`src/rtl/oka_pkg.sv`:
```
// Shared constants and FSM state type for the 26-bit overlap-free Karatsuba
// multiplier sequencer.
package oka_pkg;
   localparam int N  = 26;
   localparam int H  = N / 2;
   localparam int PW = 2 * H - 1;
   localparam int RW = 2 * N - 1;

   typedef enum logic [1:0] {IDLE, MUL, DONE} state_t;
endpackage

```
`src/rtl/gf2_mult_13bit.sv`:
```
// Combinational 13x13 carry-less (GF(2)) schoolbook multiplier.
// The result is the XOR of shifted partial-product rows.
module gf2_mult_13bit
   import oka_pkg::*;
(
   input  logic [H-1:0]  x,
   input  logic [H-1:0]  y,
   output logic [PW-1:0] z
);
   logic [PW-1:0] row [H];

   genvar gi;
   for (gi = 0; gi < H; gi++) begin : g_row
      assign row[gi] = y[gi] ? (PW'(x) << gi) : '0;
   end

   always_comb begin
      z = '0;
      for (int i = 0; i < H; i++) begin
         z = z ^ row[i];
      end
   end
endmodule

```
`src/rtl/oka_26bit_mult_sequencer.sv`:
```
// 26-bit GF(2) multiplier: four even/odd half-products through one shared
// 13x13 multiplier, recombined with the overlap-free Karatsuba mapping.
module oka_26bit_mult_sequencer
   import oka_pkg::*;
(
   input  logic          clk,
   input  logic          rst,
   input  logic          in_valid,
   output logic          in_ready,
   input  logic [N-1:0]  a,
   input  logic [N-1:0]  b,
   output logic          out_valid,
   input  logic          out_ready,
   output logic [RW-1:0] p,
   output logic          busy
);
   state_t        state_reg, state_next;
   logic [1:0]    cnt_reg;
   logic [N-1:0]  a_reg, b_reg;
   logic [PW-1:0] p1_reg, p2_reg, p3_reg;
   logic [RW-1:0] p_reg;
   logic [H-1:0]  a_e, a_o, b_e, b_o;
   logic [H-1:0]  mul_x, mul_y;
   logic [PW-1:0] mul_z;
   logic [RW-1:0] comb_p;
   logic          accept;

   genvar gi;
   for (gi = 0; gi < H; gi++) begin : g_split
      assign a_e[gi] = a_reg[2*gi];
      assign a_o[gi] = a_reg[2*gi+1];
      assign b_e[gi] = b_reg[2*gi];
      assign b_o[gi] = b_reg[2*gi+1];
   end

   always_comb begin
      mul_x = a_e;
      mul_y = b_e;
      unique case (cnt_reg)
         2'd0: begin mul_x = a_e; mul_y = b_e; end
         2'd1: begin mul_x = a_e; mul_y = b_o; end
         2'd2: begin mul_x = a_o; mul_y = b_e; end
         default: begin mul_x = a_o; mul_y = b_o; end
      endcase
   end

   gf2_mult_13bit u_mult (
      .x (mul_x),
      .y (mul_y),
      .z (mul_z)
   );

   // P4 is never stored: on the last MUL cycle it is taken live from the multiplier.
   assign comb_p[0]     = p1_reg[0];
   assign comb_p[4*H-2] = mul_z[PW-1];
   for (gi = 1; gi <= 2*H-2; gi++) begin : g_even
      assign comb_p[2*gi] = p1_reg[gi] ^ mul_z[gi-1];
   end
   for (gi = 0; gi <= 2*H-2; gi++) begin : g_odd
      assign comb_p[2*gi+1] = p2_reg[gi] ^ p3_reg[gi];
   end

   always_comb begin
      state_next = state_reg;
      in_ready   = 1'b0;
      out_valid  = 1'b0;
      busy       = 1'b0;
      unique case (state_reg)
         IDLE: begin
            in_ready = 1'b1;
            if (in_valid) state_next = MUL;
         end
         MUL: begin
            busy = 1'b1;
            if (cnt_reg == 2'd3) state_next = DONE;
         end
         DONE: begin
            out_valid = 1'b1;
            if (out_ready) begin
               in_ready   = 1'b1;
               state_next = in_valid ? MUL : IDLE;
            end
         end
         default: state_next = IDLE;
      endcase
   end

   assign accept = in_valid & in_ready;
   assign p      = p_reg;

   always_ff @(posedge clk or posedge rst) begin
      if (rst) begin
         state_reg <= IDLE;
         cnt_reg   <= '0;
         a_reg     <= '0;
         b_reg     <= '0;
         p1_reg    <= '0;
         p2_reg    <= '0;
         p3_reg    <= '0;
         p_reg     <= '0;
      end else begin
         state_reg <= state_next;
         if (accept) begin
            a_reg   <= a;
            b_reg   <= b;
            cnt_reg <= '0;
         end else if (state_reg == MUL) begin
            cnt_reg <= cnt_reg + 2'd1;
            unique case (cnt_reg)
               2'd0: p1_reg <= mul_z;
               2'd1: p2_reg <= mul_z;
               2'd2: p3_reg <= mul_z;
               default: p_reg <= comb_p;
            endcase
         end
      end
   end
endmodule

```
`config.mk`:
```
export PLATFORM = sky130hd
export DESIGN_NAME = oka_26bit_mult_sequencer
export DESIGN_NICKNAME = d
export VERILOG_FILES = /design/src/rtl/oka_pkg.sv /design/src/rtl/gf2_mult_13bit.sv /design/src/rtl/oka_26bit_mult_sequencer.sv
export SDC_FILE = /design/constraint.sdc
export NUM_CORES = 1
export LEC_CHECK = 0
export CAP_MARGIN = 10
export CORE_AREA = 2 2 126 159
export DETAILED_ROUTE_END_ITERATION = 7
export DIE_AREA = 0 0 128 161
export GPL_TIMING_DRIVEN = 0
export PLACE_DENSITY = 0.74
export SLEW_MARGIN = 20
export SYNTH_ARGS = -nofsm -noshare
export SYNTH_HDL_FRONTEND = slang
export SYNTH_HIERARCHICAL = 1
export SYNTH_SLANG_ARGS = --single-unit
export TNS_END_PERCENT = 50
```
`constraint.sdc`:
```
create_clock -name clk -period 18.6 [get_ports clk]
set_input_delay 3.72 -clock clk [delete_from_list [all_inputs] [get_ports clk]]
set_output_delay 3.72 -clock clk [all_outputs]
set_load 0.01 [all_outputs]
```
# == Yosys cells after proc, flatten, opt, wreduce, memory -nomap -nowiden ==
# Index checks and enable logic that the tools add are counted.
# op_classes
muxes,26
n_eq_ne,8
n_reduce_logical,11
n_bitwise,64
addsub,1
# ops
operator,count
$xor A25 B25 Y25,6
$xor A1 B1 Y1,49
$mux W13,3
$mux W25,1
$xor A25 B19 Y25,1
$xor A25 B20 Y25,1
$xor A25 B21 Y25,1
$xor A25 B22 Y25,1
$xor A25 B23 Y25,1
$xor A25 B24 Y25,1
$mux W24,1
$mux W23,1
$mux W22,1
$mux W21,1
$mux W20,1
$mux W19,1
$mux W18,1
$mux W17,1
$mux W16,1
$mux W15,1
$reduce_and A3 Y1,5
$mux W14,1
$mux W2,5
$eq A2 B2 Y1 const B,3
12 further kinds,21
# totals
inputBits,56
register_bits,182
out_inout_bits,54
word_cells,118

# == Longest topological paths before layout ==
# Gate-level depths: netlist (run 1).
# depth
depth_word,17
depth_mapped,13
ltp_nobuf,10

# == Modules after synthesis ==
# The synthesis (run 1) kept the hierarchy.
# modules_own_cells
mod,cells_per_inst,area_per_inst_um2,seq_area_each_um2,instances
oka_26bit_mult_sequencer,538,7721.2,4554.4,1
gf2_mult_13bit,328,2098.3,0.0,1

# == Least setup slack after synthesis (run 1) ==
# No wires, ideal clock.
# synth_timing
path_type,input port to output port
startpoint,in out_ready
endpoint,out in_ready
path_stages,2
path_buffers,0
setup_slack_ns,10.820
t_required_ns,14.880
t_arrival_ns,4.060
path_cell_list,and2b_1 nor2_1
# synth_between
elab_chain_len,2
# synth_rtl
item,line_no,source
start: declaration,oka_26bit_mult_sequencer.sv:13,"input logic out_ready,"
$mux W1,oka_26bit_mult_sequencer.sv:79,if (out_ready) begin
$pmux W1 S2,oka_26bit_mult_sequencer.sv:68,unique case (state_reg)
end: declaration,oka_26bit_mult_sequencer.sv:9,"output logic in_ready,"
# Every way passes these cells.

# == Worst setup path after layout (run 1) ==
# Ends and elaborated chain as after synthesis.

==> metrics.md, run 1 <==
| Metric | Value |
|---|---|
| Hold Crit Start | `p[6]` |
| Worst slew pin tran | `slightly above 700 ps` |
| Outcome | `complete, no violations` |
| Setup tns final | `0 ps` |
| Post-Synth Simple-Gate Area | `0.0921` |
| Clock skew | `7.52 ps` |
| Placement Rows | `57` |
| Clk_lat worst skew | `430 ps` |
| First-pass GRT wire length | `roughly 33,000 um` |
| Worst-path clk slew | `70 ps` |
| RSZ-0062 raised after global routing | `false` |
| Arrival @ worst endpoint | `between 5000 and 6000 ps` |
| RePlAce Congestion | `~0.88` |
| Final setup viols | `0` |
| Dpl hpwl | `around 14,000 um` |
| DRC violations left | `0` |
| GRT overflow | `0` |
| Hold Crit Class | `reg2reg` |
| Most prevalent standard cell on the critical path | `clkdlybuf4s50_1` |
| Compound-Gate Fraction of Synth Area | `0.0292` |
| Netlist cell types | `26` |
| DRT Pass-1 Iters | `4` |
| Cells after synthesis | `just under 900` |
| Clock Sinks | `182` |
| Setup crit end kind | `output port` |
| H-tree levels | `4` |
| F_max | `114 MHz` |
| CP max stage delay | `540 ps` |
| Nets | `about 1,100` |
| Largest family of logic cells by synthesized area | `multiplexers` |
| CTS Buf Count | `17` |
| Setup bufs post-CTS | `0` |
| Fin worst setup slack | `roughly 9800 ps` |
| Core region area | `roughly 19,000 um^2` |
| Seq/Total Area, Yosys | `0.464` |
| Die footprint | `a little over 20,000 um^2` |
| Syn_area_per_cell | `11.3 um^2` |
| Ports | `110` |
| Chip height | `between 150 and 200 um` |
| Vias | `6,374` |
| Critical Path RT | `roughly 15,000 ps` |
| Vias in the first global route | `6,527` |
| R2r startpoint | `cnt_reg[0]` |
| # diodes | `0` |
| CTS max path bufs | `2` |
| Crit path max-delay cell type | `clkdlybuf4s50_1` |
| Vias per cell | `a little over 5` |
| Fin crit period | `8750 ps` |
| GRT Total Usage | `0.208` |
| Antenna violations before repair | `0` |
| CP Launch Type | `primary input` |
| Max Cap Viol | `0` |
| Largest net degree at the start of global routing | `110` |
| Yosys reg bits | `182` |
| Area share of xor/xnor cells in the synthesized design | `0.179` |
| Layout area overhead | `20.3%` |
| Slew headroom | `0.523` |
| Post-route ant nets | `0` |
| Final WL | `20,200 um` |
| Hold-fix buffers, CTS | `0` |
| YS warnings | `6` |
| Commonest non-fill, non-tap cell in the layout | `nand2_1` |
| TritonCTS clock tree | `done` |
| Mapped cell area | `just under 10,000 um^2` |
| Detailed Route Iter0 Violations | `around 260` |
| Clock Tree Root | `clkbuf_16` |
| Max FFs per register | `51` |
| Fin crit share | `0.470` |
| Final Hold Fails | `0` |
| Setup WS pre-CTS | `~10000 ps` |
| Pins Over Slew Limit | `0` |
| Input/output buffers | `roughly 110` |
| Most frequent cells in the layout | `216 x nand2_1, 182 x dfrtp_1, 142 x xnor2_1, 109 x clkdlybuf4s50_1, 69 x mux2_1` |
| Adder-Cell Fraction of Synth Area | `0.00637` |
| Syn_nets | `927` |
| Mux share of post-synthesis cell area | `0.194` |
| Critical path type | `in2out` |
| Die Wd | `approximately 130 um` |
| Cts repair resizes | `0` |
| Worst-path cell chain | `clkdlybuf4s50_1, and2b_1, nor2_1, clkdlybuf4s50_1` |
| Starting density of the core | `0.514` |
| Setup crit start | `out_ready` |
| Routed len/inst | `about 16 um` |
| Crit path max fanout | `3` |
| Layout cells sized above 1 | `0.165` |
## cells in the mapped netlist, drive strengths merged
master | n | area share
xor2 | 30 | 0.027
xnor3 | 11 | 0.025
nor2b | 1 | 0.00064
and2b | 2 | 0.0015
buf | 43 | 0.030
clkbuf | 9 | 0.0034
nand2 | 219 | 0.086
o21bai | 1 | 0.00076
and2 | 2 | 0.0013
xnor2 | 142 | 0.13
a21o | 1 | 0.00076
nand3b | 1 | 0.00076
mux2 | 156 | 0.19
o21ai | 49 | 0.025
dfrtp | 182 | 0.46
nor2 | 3 | 0.0011
nor3b | 1 | 0.00076
a22o | 3 | 0.0027
ha | 5 | 0.0064
inv | 5 | 0.0019
## cell type report
class	instances	area [um^2]
clock inverter	13	120
timing repair buffer	110	1120
clock buffer	19	453
sequential	182	4550
buffer	52	332
multi-input combinational	627	4910
inverter	5	26.3
fill	1605	7300
tap	236	295
## critical path: cells and delay by family
family / cells / cell delay, ps
buf+inv: 2 / 1020
simple gates: 2 / 290
## metal layers
layer / global-route usage / wire [um] / vias up
li1: - / - / 3071
met1: 0.255 / 8560 / 3128
met2: 0.363 / 10300 / 142
met3: 0.0404 / 744 / 33
met4: 0.0769 / 539 / 0
met5: 0 / 0 / -
## cell families (layout without fill, tap and decap cells)
kind of cell,after synthesis,count (layout)
AOI/OAI and AO/OA,54,54
xor gates and xnor gates,183,183
adders and majority gates,5,5
buffers and inverters,57,199
DFF,182,182
muxes,156,156
and+or+nand+nor,229,229
## per-stage QoR
stage / utilization / hold WS (ps) / std cells / instance area [um^2]
after floorplan: - / 452 / 866 / 9820
after global placement: 0.586 / 460 / 1211 / 11200
after detailed placement: 0.588 / 468 / 1212 / 11200
after CTS: 0.618 / 483 / 1244 / 11800
after global routing: 0.618 / 498 / 1244 / 11800
final: 0.618 / 475 / 1244 / 11800
## final timing paths
kind | endpoint | slack, ps | cells past startpoint
max in group asynchronous | b_reg[12] | 13970 | 3
setup / recovery | in_ready | 9850 | 4
setup reg to reg | p[26] | 14510 | 12
hold reg to reg | p[6] | 470 | 2
hold / removal | p[6] | 470 | 2
min in group asynchronous | p[17] | 3740 | 2
Power of run 1 is not shown: default switching activity piles up to over one toggle a cycle in this logic, so the estimate is an artifact.
==> inputs of run 2 (changes only) <==
==> constraint.sdc (replaced) <==
create_clock -name clk -period 8.3 [get_ports clk]
set_input_delay 1.66 -clock clk [delete_from_list [all_inputs] [get_ports clk]]
set_output_delay 1.66 -clock clk [all_outputs]
set_load 0.01 [all_outputs]
==> results of run 2 <==
Same layout as run 1 (identical final DEF). Status: complete, no violations.
Main changes from that run: setup slack after placement 9850 ps -> 3670 ps; setup slack after layout 9850 ps -> 3670 ps; register-to-register setup slack 14510 ps -> 4210 ps
Power of run 2 is left out for the same reason.
==> inputs of run 3 (changes only) <==
--- a/config.mk
+++ b/config.mk
@@ -6,11 +6,11 @@
 export NUM_CORES = 1
 export LEC_CHECK = 0
 export CAP_MARGIN = 10
-export CORE_AREA = 2 2 126 159
+export CORE_AREA = 2 2 128 161
 export DETAILED_ROUTE_END_ITERATION = 7
-export DIE_AREA = 0 0 128 161
+export DIE_AREA = 0 0 130 163
 export GPL_TIMING_DRIVEN = 0
-export PLACE_DENSITY = 0.74
+export PLACE_DENSITY = 0.75
 export SLEW_MARGIN = 20
 export SYNTH_ARGS = -nofsm -noshare
 export SYNTH_HDL_FRONTEND = slang
==> constraint.sdc (replaced) <==
create_clock -name clk -period 3.85 [get_ports clk]
set_input_delay 0.77 -clock clk [delete_from_list [all_inputs] [get_ports clk]]
set_output_delay 0.77 -clock clk [all_outputs]
set_load 0.01 [all_outputs]
==> run 3 against run 2 <==
Compared with the run above: routed wire length grew 1.5%; global-route usage rose by 0.24 points; clock skew grew 9.2 ps; worst hold slack is essentially flat; design area up 1.8%; largest cell class unchanged.
==> metrics.md, run 3 (synthesis gave the netlist of run 1 again) <==
| Metric | Value |
|---|---|
| Outcome | `complete, no violations` |
| Vias per cell | `between 4 and 5` |
| Setup bufs post-CTS | `0` |
| First-pass GRT wire length | `34,300 um` |
| Worst Hold End | `p[8]` |
| Hold Crit Class | `reg2reg` |
| TritonCTS clock tree | `done` |
| Commonest non-fill, non-tap cell in the layout | `nand2_1` |
| Most frequent cells in the layout | `216 x nand2_1, 182 x dfrtp_1, 141 x xnor2_1, 109 x clkdlybuf4s50_1, 69 x mux2_1` |
| Fin crit period | `around 3600 ps` |
| CTS Buf Count | `17` |
| Final Hold Fails | `0` |
| Input/output buffers | `109` |
| Placed Instances | `1,251` |
| Detailed Route Iter0 Violations | `between 300 and 400` |
| F_max | `approximately 280 MHz` |
| Fin crit share | `0.930` |
| Worst slew pin tran | `roughly 480 ps` |
| Dpl hpwl | `approximately 15,000 um` |
| Largest net degree at the start of global routing | `36` |
| Starting density of the core | `0.496` |
| Antenna violations before repair | `0` |
| Final WL | `around 20,000 um` |
| DRT Pass-1 Iters | `4` |
| R2r startpoint | `cnt_reg[0]` |
| Vias | `roughly 6,400` |
| Hold-fix buffers, CTS | `0` |
| Arrival @ worst endpoint | `~3900 ps` |
| DRC violations left | `0` |
| # diodes | `0` |
| H-tree levels | `4` |
| Vias in the first global route | `6,657` |
| Final setup viols | `0` |
| Placement Rows | `58` |
| Setup crit end kind | `flip-flop` |
| Clk_lat worst skew | `440 ps` |
| Core region area | `around 20,000 um^2` |
| Post-route ant nets | `0` |
| Clock Sinks | `~180` |
| Depth of the worst hold-timing path | `2` |
| GRT overflow | `0` |
| CTS max path bufs | `2` |
| R2R Setup Slk | `270 ps` |
| Max Cap Viol | `0` |
| Cts repair resizes | `1` |
| Critical path type | `reg2reg` |
| Layout area overhead | `22.5%` |
| Hold_ws | `475 ps` |
| Critical Path RT | `4160 ps` |
| Clock skew | `16.7 ps` |
| Slew headroom | `0.680` |
| Pins Over Slew Limit | `0` |
| RSZ-0062 raised after global routing | `false` |
| Crit path max fanout | `10` |
| Hold Crit Start | `p[8]` |
| Clock Tree Root | `clkbuf_16` |
| End of the worst register-to-register path | `p3_reg[9]` |
| Final Non-Filler Cells | `1,282` |
| Nets | `between 1,000 and 1,500` |
| Layout cells sized above 1 | `0.172` |
| Routed len/inst | `around 16 um` |
| Max FFs per register | `51` |
| Ports | `110` |
| Chip height | `~160 um` |
| Worst-path clk slew | `70 ps` |
| Die Wd | `roughly 130 um` |
| Die footprint | `roughly 21,000 um^2` |
| CP Launch Type | `flip-flop` |
| RePlAce Congestion | `0.908` |
| GRT Total Usage | `0.210` |
| Worst Reg2Reg Path Length in Cells | `12` |
| Fill cell count | `approximately 1,600` |
[run 3: routing by layer]
metal  share of wire  routed length, um  track usage
met5               0                  0            0
met4           0.021                432       0.0758
met3           0.037                756       0.0384
met2            0.53              10900        0.370
met1            0.41               8350        0.256
[run 3: how the worst max path moves through the flow]
stage                from   endpoint  depth (start not counted)
6_report       cnt_reg[0]  p3_reg[9]                         12
3_5_place_dp   cnt_reg[0]      p[26]                         12
4_1_cts        cnt_reg[0]      p[26]                         12
5_1_grt        cnt_reg[0]      p[20]                         13
2_1_floorplan  cnt_reg[0]      p[26]                         12
3_3_place_gp          rst      p[28]                          2
[run 3: area by class of cell]
| cell class | instances | area, um^2 | area share |
|---|---|---|---|
| clock buffer | 19 | 453 | 0.0377 |
| clock inverter | 12 | 168 | 0.0139 |
| inverter | 5 | 22.5 | 0.00187 |
| buffer | 52 | 335 | 0.0279 |
| multi-input combinational | 627 | 4930 | 0.410 |
| tap | 270 | 338 | 0.0281 |
| sequential | 182 | 4550 | 0.379 |
| timing repair buffer | 115 | 1230 | 0.102 |
[run 3: critical path, stage by stage, from the launching register on]
cell      delay (ps)
dfrtp_1          400
clkbuf_2         270
inv_1            100
ha_1             270
nor2_2           230
clkbuf_4         290
mux2_2           420
buf_2            220
nand2_1          110
xnor2_1           70
xnor2_1          280
xnor3_1          480
mux2_1           330
[run 3: through the flow]
step	setup slack [ps]	util	TNS, ps	area, um^2
after global routing	24.8	0.607	0	12000
after detailed placement	-198	0.575	-942	11400
final	269	0.607	0	12000
after floorplan	596	-	0	9820
after global placement	-655	0.568	-115960	11300
after CTS	16.0	0.606	0	12000
Power of run 3 is left out for the same reason.
